==> src/rtl/xwb.sv <==
// xwb: writeback stage that retires ALU results and runs 64-bit bus reads for loads into xrs.
// Latency: an ALU result is written the cycle after accept; a load is written the cycle after ack_i.
// Backpressure: ready_o is low while a load bus cycle is in flight; upstream holds valid_i.
//
// Ports: clk_i, reset_ni (asynchronous, active-low)
//   op in  : valid_i/ready_o handshake, load_i, size_i, unsigned_i, wen_i, rd_i, addr_i, result_i
//   bus    : adr_o (8-byte aligned), sel_o, cyc_o, stb_o, ack_i, dat_i
//   xrs    : rd_o, rdat_o, rwe_o (registered; rwe_o is NO outside the single write cycle)
//   fault_o: one-cycle pulse on bus timeout (or misaligned load when trapping)
// Build option: define XWB_MISALIGN_TRAP_EN to trap misaligned loads; undefined, loads are
//   forced down to the access-size boundary.
// rwe_o codes (as in xrs.vh): 0 NO, 1 S8, 2 S16, 3 S32, 4 S64, 5 U8, 6 U16, 7 U32.
module xwb #(
  parameter int TIMEOUT_CYCLES = 255,
  parameter int TIMEOUT_WIDTH  = 8
) (
  input  logic        clk_i,
  input  logic        reset_ni,
  input  logic        valid_i,
  output logic        ready_o,
  input  logic        load_i,
  input  logic [1:0]  size_i,
  input  logic        unsigned_i,
  input  logic        wen_i,
  input  logic [4:0]  rd_i,
  input  logic [63:0] addr_i,
  input  logic [63:0] result_i,
  output logic [63:0] adr_o,
  output logic [7:0]  sel_o,
  output logic        cyc_o,
  output logic        stb_o,
  input  logic        ack_i,
  input  logic [63:0] dat_i,
  output logic [4:0]  rd_o,
  output logic [63:0] rdat_o,
  output logic [2:0]  rwe_o,
  output logic        fault_o
);

  localparam logic [2:0] XRS_RWE_NO  = 3'd0;
  localparam logic [2:0] XRS_RWE_S8  = 3'd1;
  localparam logic [2:0] XRS_RWE_S16 = 3'd2;
  localparam logic [2:0] XRS_RWE_S32 = 3'd3;
  localparam logic [2:0] XRS_RWE_S64 = 3'd4;
  localparam logic [2:0] XRS_RWE_U8  = 3'd5;
  localparam logic [2:0] XRS_RWE_U16 = 3'd6;
  localparam logic [2:0] XRS_RWE_U32 = 3'd7;

  typedef enum logic {IDLE, BUS} state_t;

  state_t                   state, state_nxt;
  logic                     accept;
  logic                     wr_en;
  logic                     ld_start;
  logic                     ld_trap;
  logic                     bus_done;
  logic                     timeout_hit;
  logic [2:0]               lane_mask;   // size_bytes - 1
  logic [2:0]               lane_off;    // byte offset used for sel/shift
  logic [7:0]               size_sel;
  logic [2:0]               rwe_ld;
  logic [2:0]               ld_off_q;
  logic [2:0]               ld_rwe_q;
  logic [4:0]               ld_rd_q;
  logic [TIMEOUT_WIDTH-1:0] to_cnt;

  assign ready_o  = (state == IDLE);
  assign accept   = valid_i & ready_o;
  assign wr_en    = wen_i & (rd_i != 5'd0);
  assign bus_done = (state == BUS) & ack_i;

  // Counter holds the number of completed BUS cycles without ack; abort once the
  // current one would make TIMEOUT_CYCLES. ack_i on that same edge takes priority.
  assign timeout_hit = (TIMEOUT_CYCLES != 0) && (state == BUS) && !ack_i &&
                       (to_cnt == TIMEOUT_WIDTH'(TIMEOUT_CYCLES - 1));

  always_comb begin
    lane_mask = 3'b000;
    size_sel  = 8'h01;
    rwe_ld    = XRS_RWE_NO;
    case (size_i)
      2'd0: begin
        lane_mask = 3'b000;
        size_sel  = 8'h01;
        rwe_ld    = unsigned_i ? XRS_RWE_U8 : XRS_RWE_S8;
      end
      2'd1: begin
        lane_mask = 3'b001;
        size_sel  = 8'h03;
        rwe_ld    = unsigned_i ? XRS_RWE_U16 : XRS_RWE_S16;
      end
      2'd2: begin
        lane_mask = 3'b011;
        size_sel  = 8'h0F;
        rwe_ld    = unsigned_i ? XRS_RWE_U32 : XRS_RWE_S32;
      end
      default: begin
        lane_mask = 3'b111;
        size_sel  = 8'hFF;
        rwe_ld    = XRS_RWE_S64;
      end
    endcase
    if (!wr_en) rwe_ld = XRS_RWE_NO;
  end

`ifdef XWB_MISALIGN_TRAP_EN
  logic misalign;
  assign misalign = |(addr_i[2:0] & lane_mask);
  assign ld_start = accept & load_i & ~misalign;
  assign ld_trap  = accept & load_i & misalign;
  assign lane_off = addr_i[2:0];
`else
  assign ld_start = accept & load_i;
  assign ld_trap  = 1'b0;
  assign lane_off = addr_i[2:0] & ~lane_mask;
`endif

  always_ff @(posedge clk_i or negedge reset_ni) begin
    if (!reset_ni) state <= IDLE;
    else           state <= state_nxt;
  end

  always_comb begin
    state_nxt = state;
    case (state)
      IDLE:    if (ld_start) state_nxt = BUS;
      BUS:     if (bus_done || timeout_hit) state_nxt = IDLE;
      default: state_nxt = IDLE;
    endcase
  end

  always_ff @(posedge clk_i or negedge reset_ni) begin
    if (!reset_ni) begin
      cyc_o    <= 1'b0;
      stb_o    <= 1'b0;
      adr_o    <= '0;
      sel_o    <= '0;
      rd_o     <= '0;
      rdat_o   <= '0;
      rwe_o    <= XRS_RWE_NO;
      fault_o  <= 1'b0;
      to_cnt   <= '0;
      ld_off_q <= '0;
      ld_rwe_q <= XRS_RWE_NO;
      ld_rd_q  <= '0;
    end else begin
      rwe_o   <= XRS_RWE_NO;
      fault_o <= 1'b0;

      if (accept && !load_i) begin
        rd_o   <= rd_i;
        rdat_o <= result_i;
        rwe_o  <= wr_en ? XRS_RWE_S64 : XRS_RWE_NO;
      end

      if (ld_start) begin
        cyc_o    <= 1'b1;
        stb_o    <= 1'b1;
        adr_o    <= {addr_i[63:3], 3'b000};
        sel_o    <= size_sel << lane_off;
        ld_off_q <= lane_off;
        ld_rwe_q <= rwe_ld;
        ld_rd_q  <= rd_i;
        to_cnt   <= '0;
      end

      if (ld_trap) fault_o <= 1'b1;

      if (state == BUS) begin
        if (ack_i) begin
          cyc_o  <= 1'b0;
          stb_o  <= 1'b0;
          sel_o  <= '0;
          rd_o   <= ld_rd_q;
          rdat_o <= dat_i >> {ld_off_q, 3'b000};
          rwe_o  <= ld_rwe_q;
        end else if (timeout_hit) begin
          cyc_o   <= 1'b0;
          stb_o   <= 1'b0;
          sel_o   <= '0;
          fault_o <= 1'b1;
        end else begin
          to_cnt <= to_cnt + TIMEOUT_WIDTH'(1);
        end
      end
    end
  end

endmodule
==> config.mk <==
export PLATFORM = sky130hd
export DESIGN_NAME = xwb
export DESIGN_NICKNAME = d
export VERILOG_FILES = /design/src/rtl/xwb.sv
export SDC_FILE = /design/constraint.sdc
export NUM_CORES = 1
export LEC_CHECK = 0
export ABC_AREA = 1
export CORE_UTILIZATION = 40
export CTS_BUF_LIST = sky130_fd_sc_hd__clkbuf_16
export CTS_CLUSTER_DIAMETER = 200
export DETAILED_ROUTE_END_ITERATION = 16
export GPL_ROUTABILITY_DRIVEN = 0
export HOLD_SLACK_MARGIN = 0.08
export PLACE_DENSITY_LB_ADDON = 0.05
export SETUP_SLACK_MARGIN = 0.5
export SYNTH_ARGS = -nofsm -noshare
export SYNTH_HDL_FRONTEND = slang
export SYNTH_SLANG_ARGS = --single-unit
==> constraint.sdc <==
create_clock -name clk_i -period 1.5 [get_ports clk_i]
set_clock_uncertainty 0.1 [all_clocks]
set_input_delay 0.3 -clock clk_i [delete_from_list [all_inputs] [get_ports clk_i]]
set_output_delay 0.3 -clock clk_i [all_outputs]
set_load 0.02 [all_outputs]
* Word-level counts from Yosys, hierarchy flattened
Index checks and enable logic that the tools add are counted.
Widths: inputs -> output; s select.
** Word-level totals
- Bits in registers :: 164
- Latch bits :: 0
- Memory bits (writable) :: 0
- Memory bits (read-only) :: 0
- Input port bits :: 206
- Output and inout bits :: 148
- Logic and storage cells :: 73
- Memories :: 0
** Cells by class
- Add/subtract/negate cells :: 1
- Multiply operators :: 0
- Divide/modulo/power cells :: 0
- $lt $le $gt $ge :: 0
- Equal/unequal tests :: 3
- Shifts and indexed selects :: 2
- Multiplexer cells :: 39
- Bitwise logic cells :: 7
- Reductions and logical operators :: 8
** Operators by type and width (count)
- $mux 64 :: 3
- $mux 8 :: 8
- $shr 64x6->64 :: 1
- $mux 3 :: 8
- $pmux 8 s3 :: 1
- $pmux 3 s3 :: 2
- $mux 5 :: 3
- $mux 1 :: 13
- $add 8x1->8 const B :: 1
- $eq 8x8->1 const B :: 1
- $shl 8x3->8 :: 1
- $reduce_bool 5->1 :: 1
- $and 1x1->1 :: 4
- $and 3x3->3 :: 1
- $logic_and 1x1->1 :: 3
- $not 3->3 :: 1
- $eq 2x1->1 const B :: 1
- $eq 2x2->1 const B :: 1
- $logic_not 1->1 :: 2
- $logic_not 2->1 :: 1
- $pmux 1 s2 :: 1
- $logic_or 1x1->1 :: 1
- $not 1->1 :: 1

* Logic depth before layout (Yosys ltp)
Gate-level depths: netlist (run 1).
- Depth in word-level cells :: 9
- Depth in mapped cells :: 10
- Mapped depth without buffers :: 10

* Worst setup path after synthesis (run 1)
Ideal clock, no wire load.
- Kind :: register to register
- From :: reg ld_off_q[0]
- To :: reg rdat_o[4]
- Setup time :: 129 ps
- Arrival time :: 1146 ps
- Required time :: 1271 ps
- Slack :: 125 ps
- Cell stages (with the launch flop) :: 8
- Path buffers :: 2
- Period minus slack after synthesis :: 1375 ps
- Path through :: dfrtp_1 > buf_6 > buf_6 > or2_2 > o21ai_2 > nand2_1 > nand3_1 > nand3_1
** Between the ends
- Word-level cells in the longest chain between the ends :: 3
** RTL lines
- from (decl) :: line 62 : logic [2:0] ld_off_q;
- from (signal assigned) :: line 161 : ld_off_q <= lane_off;
- $shr 64x6->64 :: line 175 : rdat_o <= dat_i >> {ld_off_q, 3'b000};
- $mux 64 :: line 170 : if (ack_i) begin
- $mux 64 :: line 169 : if (state == BUS) begin
- to (signal assigned) :: line 152 : rdat_o <= result_i;
- to (signal assigned) :: line 175
- to (decl) :: line 35 : output logic [63:0] rdat_o,
No other way between the ends.
A chain may end at the register's enable or synchronous reset.

* Worst setup path after layout (run 1)
- From :: reg ld_off_q[0]
- To :: reg rdat_o[48]
The elaborated chain is that of the path after synthesis.

==> results of run 1 <==
[per-layer routing]
metal,share of wire [%],GRT usage [%]
met1,39,35.1
met2,49,49.1
met3,8.1,8.22
met4,3.8,13.6
met5,0.037,0
[placed cells by master, fill, tap and decap left out, drive strengths merged]
cell type,Yosys,layout
conb,1,3
diode,0,2
a31oi,4,4
clkinv,0,10
a22oi,1,1
nor2,116,116
nand2,479,479
clkbuf,12,22
o21bai,2,2
dfrtp,164,164
xnor2,2,2
a21boi,1,1
clkdlybuf4s50,0,203
or2,18,18
ha,9,9
bufbuf,0,2
dlymetal6s2s,0,1
o22ai,4,4
o21ai,106,106
a21oi,38,38
nand3,119,119
and2,2,2
bufinv,0,2
nand4,8,8
dlygate4sd3,0,1
buf,66,273
clkinvlp,0,1
inv,74,76
o211ai,8,8
[metrics by stage]
stage | power, mW | TNS (ns) | setup slack, ns | utilization, %
3_3_place_gp | 12.5 | -60.13 | -0.437 | 61.0
4_1_cts | 18.1 | -3.86 | -0.0811 | 68.1
6_report | 18.5 | -2.37 | -0.0841 | 71.5
2_1_floorplan | 9.26 | 0 | 0.163 | -
3_5_place_dp | 12.6 | -60.69 | -0.488 | 61.0
5_1_grt | 19.4 | -7.82 | -0.153 | 71.5
[synthesized netlist by cell type, drive strengths merged, types with 9 or more instances]
cell type	n
nand2	479
dfrtp	164
nand3	119
nor2	116
o21ai	106
inv	74
buf	66
a21oi	38
or2	18
clkbuf	12
ha	9
[worst max path at each step]
stage	startpoint	endpoint	slack (ns)	cells after the start
5_1_grt	state$_DFF_PN0_	sel_o[2]$_DFF_PN0_	-0.15	7
6_report	ld_off_q[0]$_DFFE_PN0P_	rdat_o[48]$_DFF_PN0_	-0.08	6
3_3_place_gp	valid_i	rdat_o[24]$_DFF_PN0_	-0.44	9
3_5_place_dp	valid_i	rdat_o[42]$_DFF_PN0_	-0.49	9
4_1_cts	state$_DFF_PN0_	rdat_o[25]$_DFF_PN0_	-0.08	6
2_1_floorplan	state$_DFF_PN0_	adr_o[54]$_DFFE_PN0P_	0.16	7
[report_power, final]
| group | leakage, nW | switching, mW | internal, mW |
|---|---|---|---|
| clock network | 0.291 | 2.07 | 2.50 |
| logic | 5.19 | 3.91 | 3.87 |
| registers | 2.02 | 0.792 | 5.39 |
[sequential cells by signal (all words and copies together) (netlist names), 3 cells and up]
register and flops:
adr_o 61, ld_off_q 3, rd_o 5, rwe_o 3, to_cnt 8, ld_rwe_q 3
ld_rd_q 5, rdat_o 64, sel_o 8
[layout make-up]
class                      count  area, um^2  share of cell area, %
sequential                   164        4110                   26.3
tap                          280         350                   2.25
timing repair buffer         485        5460                   35.0
clock inverter                14         180                   1.16
antenna                        2        5.00                 0.0321
timing repair inverter         1        6.26                 0.0401
inverter                      74         315                   2.02
clock buffer                  17         425                   2.73
multi-input combinational    920        4740                   30.4
[worst max-delay path, cell delays in order, from the launching register on]
cell,delay [ns]
dfrtp_2,0.51
buf_12,0.18
or2_2,0.30
o21ai_2,0.08
nor2_1,0.08
nand2_1,0.15
nand2_1,0.07
[cell families (layout without fill, tap and decap cells)]
logic type | Yosys count | after routing | share of synthesized area (%)
AND/OR/NAND/NOR | 742 | 742 | 34.2
XOR/XNOR | 2 | 2 | 0.197
buffers and inverters | 152 | 591 | 8.49
adder cells (fa/ha/maj) | 9 | 9 | 1.26
other | 1 | 5 | 0.0421
AO/OA/AOI/OAI | 164 | 164 | 9.78
flip-flops | 164 | 164 | 46.0
[repair_timing]
action                                  4_1_cts  5_1_grt
gates cloned                                 13        6
setup buffers                                30        7
hold endpoints to repair                    164        0
pin swaps                                     5       22
gates resized for setup                     946      166
endpoints found under the setup margin      309      364
hold buffers                                  1        0
==> results.py, run 1 <==
metrics = {
    "synthesis": {
        "syn_area_per_cell_um2": 7.22,
        "synth.top_cell.area_share_pct": 46.0,
        "ys.warnings.count": 0,
        "ys.flop_type": "dfrtp_1",
        "synth_area_leader_cell": "dfrtp_1",
        "synth.area.top_cells": "dfrtp_1 (46%), nand2_1 (20%), nand3_1 (6.7%), o21ai_0 (5.5%), nor2_1 (4.7%)",
        "ys_seq_area_share_pct": 46.0,
        "netlist_instances": 1234,
        "syn-cell-area_um2": 8910,
        "ys_types": 36,
        "synth_edf_count": 0,
        "ys_ff_latch": 164,
        "synthArstFlopShare_pct": 100,
    },
    "finish": {
        "area_delta_synth_final_pct": 74.9,
        "fin_area_um2": 15600,
        "n_fill_cell": 1761,
        "drive_above_1_share_pct": 28.1,
        "final_cells": 1957,
        "nets": 1878,
    },
    "pwr": {
        "p_leak_nw": 7.49,
        "peakVddDrop_v": 0.000756,
        "p_per_area_nw_per_um2": 1190,
    },
    "floorplanning": {
        "die_area_um2": 22900,
        "core_um2": 21800,
        "io_pins": 354,
        "start_util_pct": 40.8,
        "num_rows": 54,
        "die_w_um": 151,
        "die_h_um": 151,
    },
    "timing": {
        "fin_crit_sh_pct": 106,
        "setup_viol": 61,
        "grt_setup_unrepaired": "true",
        "fin_crit_ns": 1.58,
        "hold_ws_ns": 0.250,
        "slew_violations": 0,
        "hold_violations": 0,
        "fmax_ghz": 0.631,
        "setup_slack_ns": -0.0841,
    },
    "critical_path": {
        "cp-end-kind": "flip-flop",
        "regToRegSetupSlack_ns": -0.08,
        "worstPathMaxFanout": 12,
        "r2r-end": "rdat_o[48]$_DFF_PN0_",
        "crit-reg2reg-launch": "ld_off_q[0]$_DFFE_PN0P_",
        "reg2regPathDepth": 6,
        "startpoint_type": "flip-flop",
        "cp.arrival_ns": 1.81,
        "path_class": "reg -> reg",
        "required_ns": 1.72,
    },
    "grt": {
        "grt_max_degree": 62,
        "antenna_found_initial": 3,
        "grt_pass1_wl_mm": 50.5,
        "grt_use_total_pct": 29.5,
        "grt_overflow_total": 0,
        "first_global_vias": 9533,
    },
    "place": {
        "dp_hpwl_mm": 23.2,
        "post_dp_cell_area_um2": 13300,
        "port_buffers": 350,
        "place_inst": 1867,
    },
    "drt": {
        "routed_wl_mm": 35.2,
        "wl_per_cell_um": 18.0,
        "ant_nets": 0,
        "num_vias": 9897,
        "firstDrtPassIters": 5,
        "drt-initial-drc-count": 416,
        "drcViolationCount": 0,
        "viasPerCell": 5.06,
    },
    "clock_tree": {
        "h-tree-depth": 4,
        "clock_sink_count": 164,
        "clkTransAtPathRegs_ns": 0.07,
        "cts-root-buf": "clkbuf_16",
        "clockBufferDepth": 2,
        "cts_tree": "yes",
        "insertion_delay_ns": 0.43,
        "cts_made_buffers": 17,
    },
    "outcome": {
        "status": "complete, but fails checks",
        "violations": "setup timing",
    },
    "job": {
        "maxCapViolations": 0,
    },
    "min_path": {
        "hold_class": "in -> async",
    },
}
Power figures use the tool's default switching activity.
==> inputs of run 2 (changes only) <==
SETUP_SLACK_MARGIN = 0.3   (was 0.5)
==> run 2 against run 1 <==
Effect of this change: largest power group unchanged; largest cell class unchanged; combinational power is 4.2% lower; core utilization is 1.8 points lower; the run still ends with setup timing left; critical path depth is 2 higher; worst hold slack worse by 0.012 ns; critical path type unchanged; sequential cell count stayed put; clock power is 4.6% lower; non-clock buffer count is 13 lower; critical endpoint is now adr_o[50]$_DFFE_PN0P_; highest routed layer unchanged; power is 2.9% lower; die area stayed put; fmax is 3.1% higher; via count is 1.4% lower.
==> results.py, run 2 (same netlist as run 1, synthesis figures left out) <==
metrics = {
    "finish": {
        "mostFrequentLayoutCells": "nand2_1 (417), clkdlybuf4s50_1 (202), buf_6 (164), dfrtp_1 (159)",
        "largest_reg_flops": 64,
        "final_common_cell": "nand2_1",
        "area.sequential_um2": 4110,
        "n_fill_cell": 1823,
        "largest_register": "rdat_o",
        "multiInputGateArea_um2": 4540,
        "fin_area_um2": 15200,
        "drive_above_1_share_pct": 26.5,
        "area_delta_synth_final_pct": 70.6,
        "post-route-util_pct": 69.7,
        "reg_top3": "rdat_o (64), adr_o (61)",
        "nets": 1865,
    },
    "drt": {
        "num_vias": 9762,
        "ant_nets": 0,
        "drt-initial-drc-count": 493,
        "viasPerCell": 5.02,
        "firstDrtPassIters": 5,
        "drcViolationCount": 0,
        "routed_wl_mm": 33.7,
        "wl_per_cell_um": 17.3,
    },
    "place": {
        "dp_hpwl_mm": 23.4,
        "post_dp_cell_area_um2": 13300,
        "dp_slack_ns": -0.475,
        "port_buffers": 350,
    },
    "clock_tree": {
        "h-tree-depth": 4,
        "clock_sink_count": 164,
        "cts-root-buf": "clkbuf_16",
        "cts_tree": "yes",
        "insertion_delay_ns": 0.43,
        "clkTransAtPathRegs_ns": 0.07,
        "clockBufferDepth": 2,
        "cts_made_buffers": 17,
    },
    "pwr": {
        "power_mw": 18.0,
        "p_per_area_nw_per_um2": 1180,
        "p_leak_nw": 7.36,
        "peakVddDrop_v": 0.000754,
    },
    "outcome": {
        "status": "complete, but fails checks",
        "violations": "setup timing",
    },
    "timing": {
        "hold_violations": 0,
        "slew_violations": 0,
        "fin_crit_sh_pct": 102,
        "fmax_ghz": 0.651,
        "tns_ns": -0.185,
        "grt_setup_unrepaired": "true",
        "setup_slack_ns": -0.0360,
        "setup_viol": 10,
        "fin_crit_ns": 1.54,
    },
    "min_path": {
        "hold_class": "in -> async",
    },
    "job": {
        "maxCapViolations": 0,
    },
    "critical_path": {
        "cp_top_family": "buffers and inverters",
        "crit-reg2reg-launch": "state$_DFF_PN0_",
        "r2r-end": "adr_o[50]$_DFFE_PN0P_",
        "regToRegSetupSlack_ns": -0.04,
        "cp.arrival_ns": 1.76,
        "required_ns": 1.73,
        "path_class": "reg -> reg",
        "cp.buffers_inverters": 4,
        "crit_path_top_delay_cell": "dfrtp_2",
        "cp-end-kind": "flip-flop",
        "worstPathMaxFanout": 8,
        "reg2regPathDepth": 8,
        "path_cells": "nor2_4 > nand2_2 > buf_12 > buf_16 > buf_12 > buf_16 > nand2_2 > nand2_1",
        "startpoint_type": "flip-flop",
        "slowest_delay_ns": 0.45,
    },
    "floorplanning": {
        "core_um2": 21800,
        "die_h_um": 151,
        "num_rows": 54,
        "start_util_pct": 40.8,
        "die_area_um2": 22900,
        "io_pins": 354,
        "die_w_um": 151,
    },
    "grt": {
        "antenna_found_initial": 4,
        "grt_overflow_total": 0,
        "grt_use_total_pct": 29.1,
        "first_global_vias": 9384,
        "grt_max_degree": 39,
        "grt_pass1_wl_mm": 49.8,
    },
}
## run 2: changes by cell type in the layout (fill, tap and decap cells not counted), sizes merged
cell / change
inv: +3
diode: -1
dlymetal6s2s: +1
clkdlybuf4s50: -1
buf: -13
clkbuf: -5
bufbuf: +5
bufinv: -1
clkinv: -2
## run 2: worst max-delay path by stage
stage / startpoint / to / slack (ns) / depth (start not counted)
final: state$_DFF_PN0_ / adr_o[50]$_DFFE_PN0P_ / -0.04 / 8
after global routing: state$_DFF_PN0_ / rdat_o[31]$_DFF_PN0_ / -0.11 / 7
after CTS: state$_DFF_PN0_ / adr_o[41]$_DFFE_PN0P_ / -0.03 / 8
after detailed placement: valid_i / adr_o[30]$_DFFE_PN0P_ / -0.48 / 9
after global placement: valid_i / adr_o[25]$_DFFE_PN0P_ / -0.44 / 9
after floorplan: state$_DFF_PN0_ / adr_o[54]$_DFFE_PN0P_ / 0.16 / 7
## run 2: timing repair
action,in CTS,in global routing
resized for setup,1009,30
endpoints found under the setup margin,307,307
hold buffers,1,0
hold endpoints to repair,150,0
cloned,15,0
setup buffers,30,0
pin swaps,23,3
## run 2: metal layers
metal	track usage, %	wire (um)	part of all wire [%]	vias up
met5	0	23	0.068	-
met4	12.0	1000	3.0	4
met3	7.53	2770	8.2	65
met2	50.4	16900	50	360
met1	34.0	13000	38	4559
li1	-	-	-	4774
## run 2: area by class of cell
type,instances,area share [%]
Timing Repair inverter,1,0.0411
Tap cell,280,2.30
Clock buffer,17,2.80
Sequential cell,164,27.0
Multi-Input combinational cell,920,29.8
Clock inverter,14,0.963
Timing Repair Buffer,472,35.0
Antenna cell,1,0.0165
Inverter,74,2.02
## run 2: metrics by stage
step	hold slack, ns	std cells
finish	0.239	1943
global route	0.268	1942
CTS	0.252	1942
detailed placement	0.145	1865
global placement	0.137	1865
floorplan	-0.0956	1236
## run 2: power breakdown
part | total (mW) | leakage, nW | switching [mW] | internal (mW)
sequential | 6.18 | 2.01 | 0.791 | 5.39
combinational | 7.45 | 5.07 | 3.73 | 3.72
clock | 4.37 | 0.278 | 2.04 | 2.33
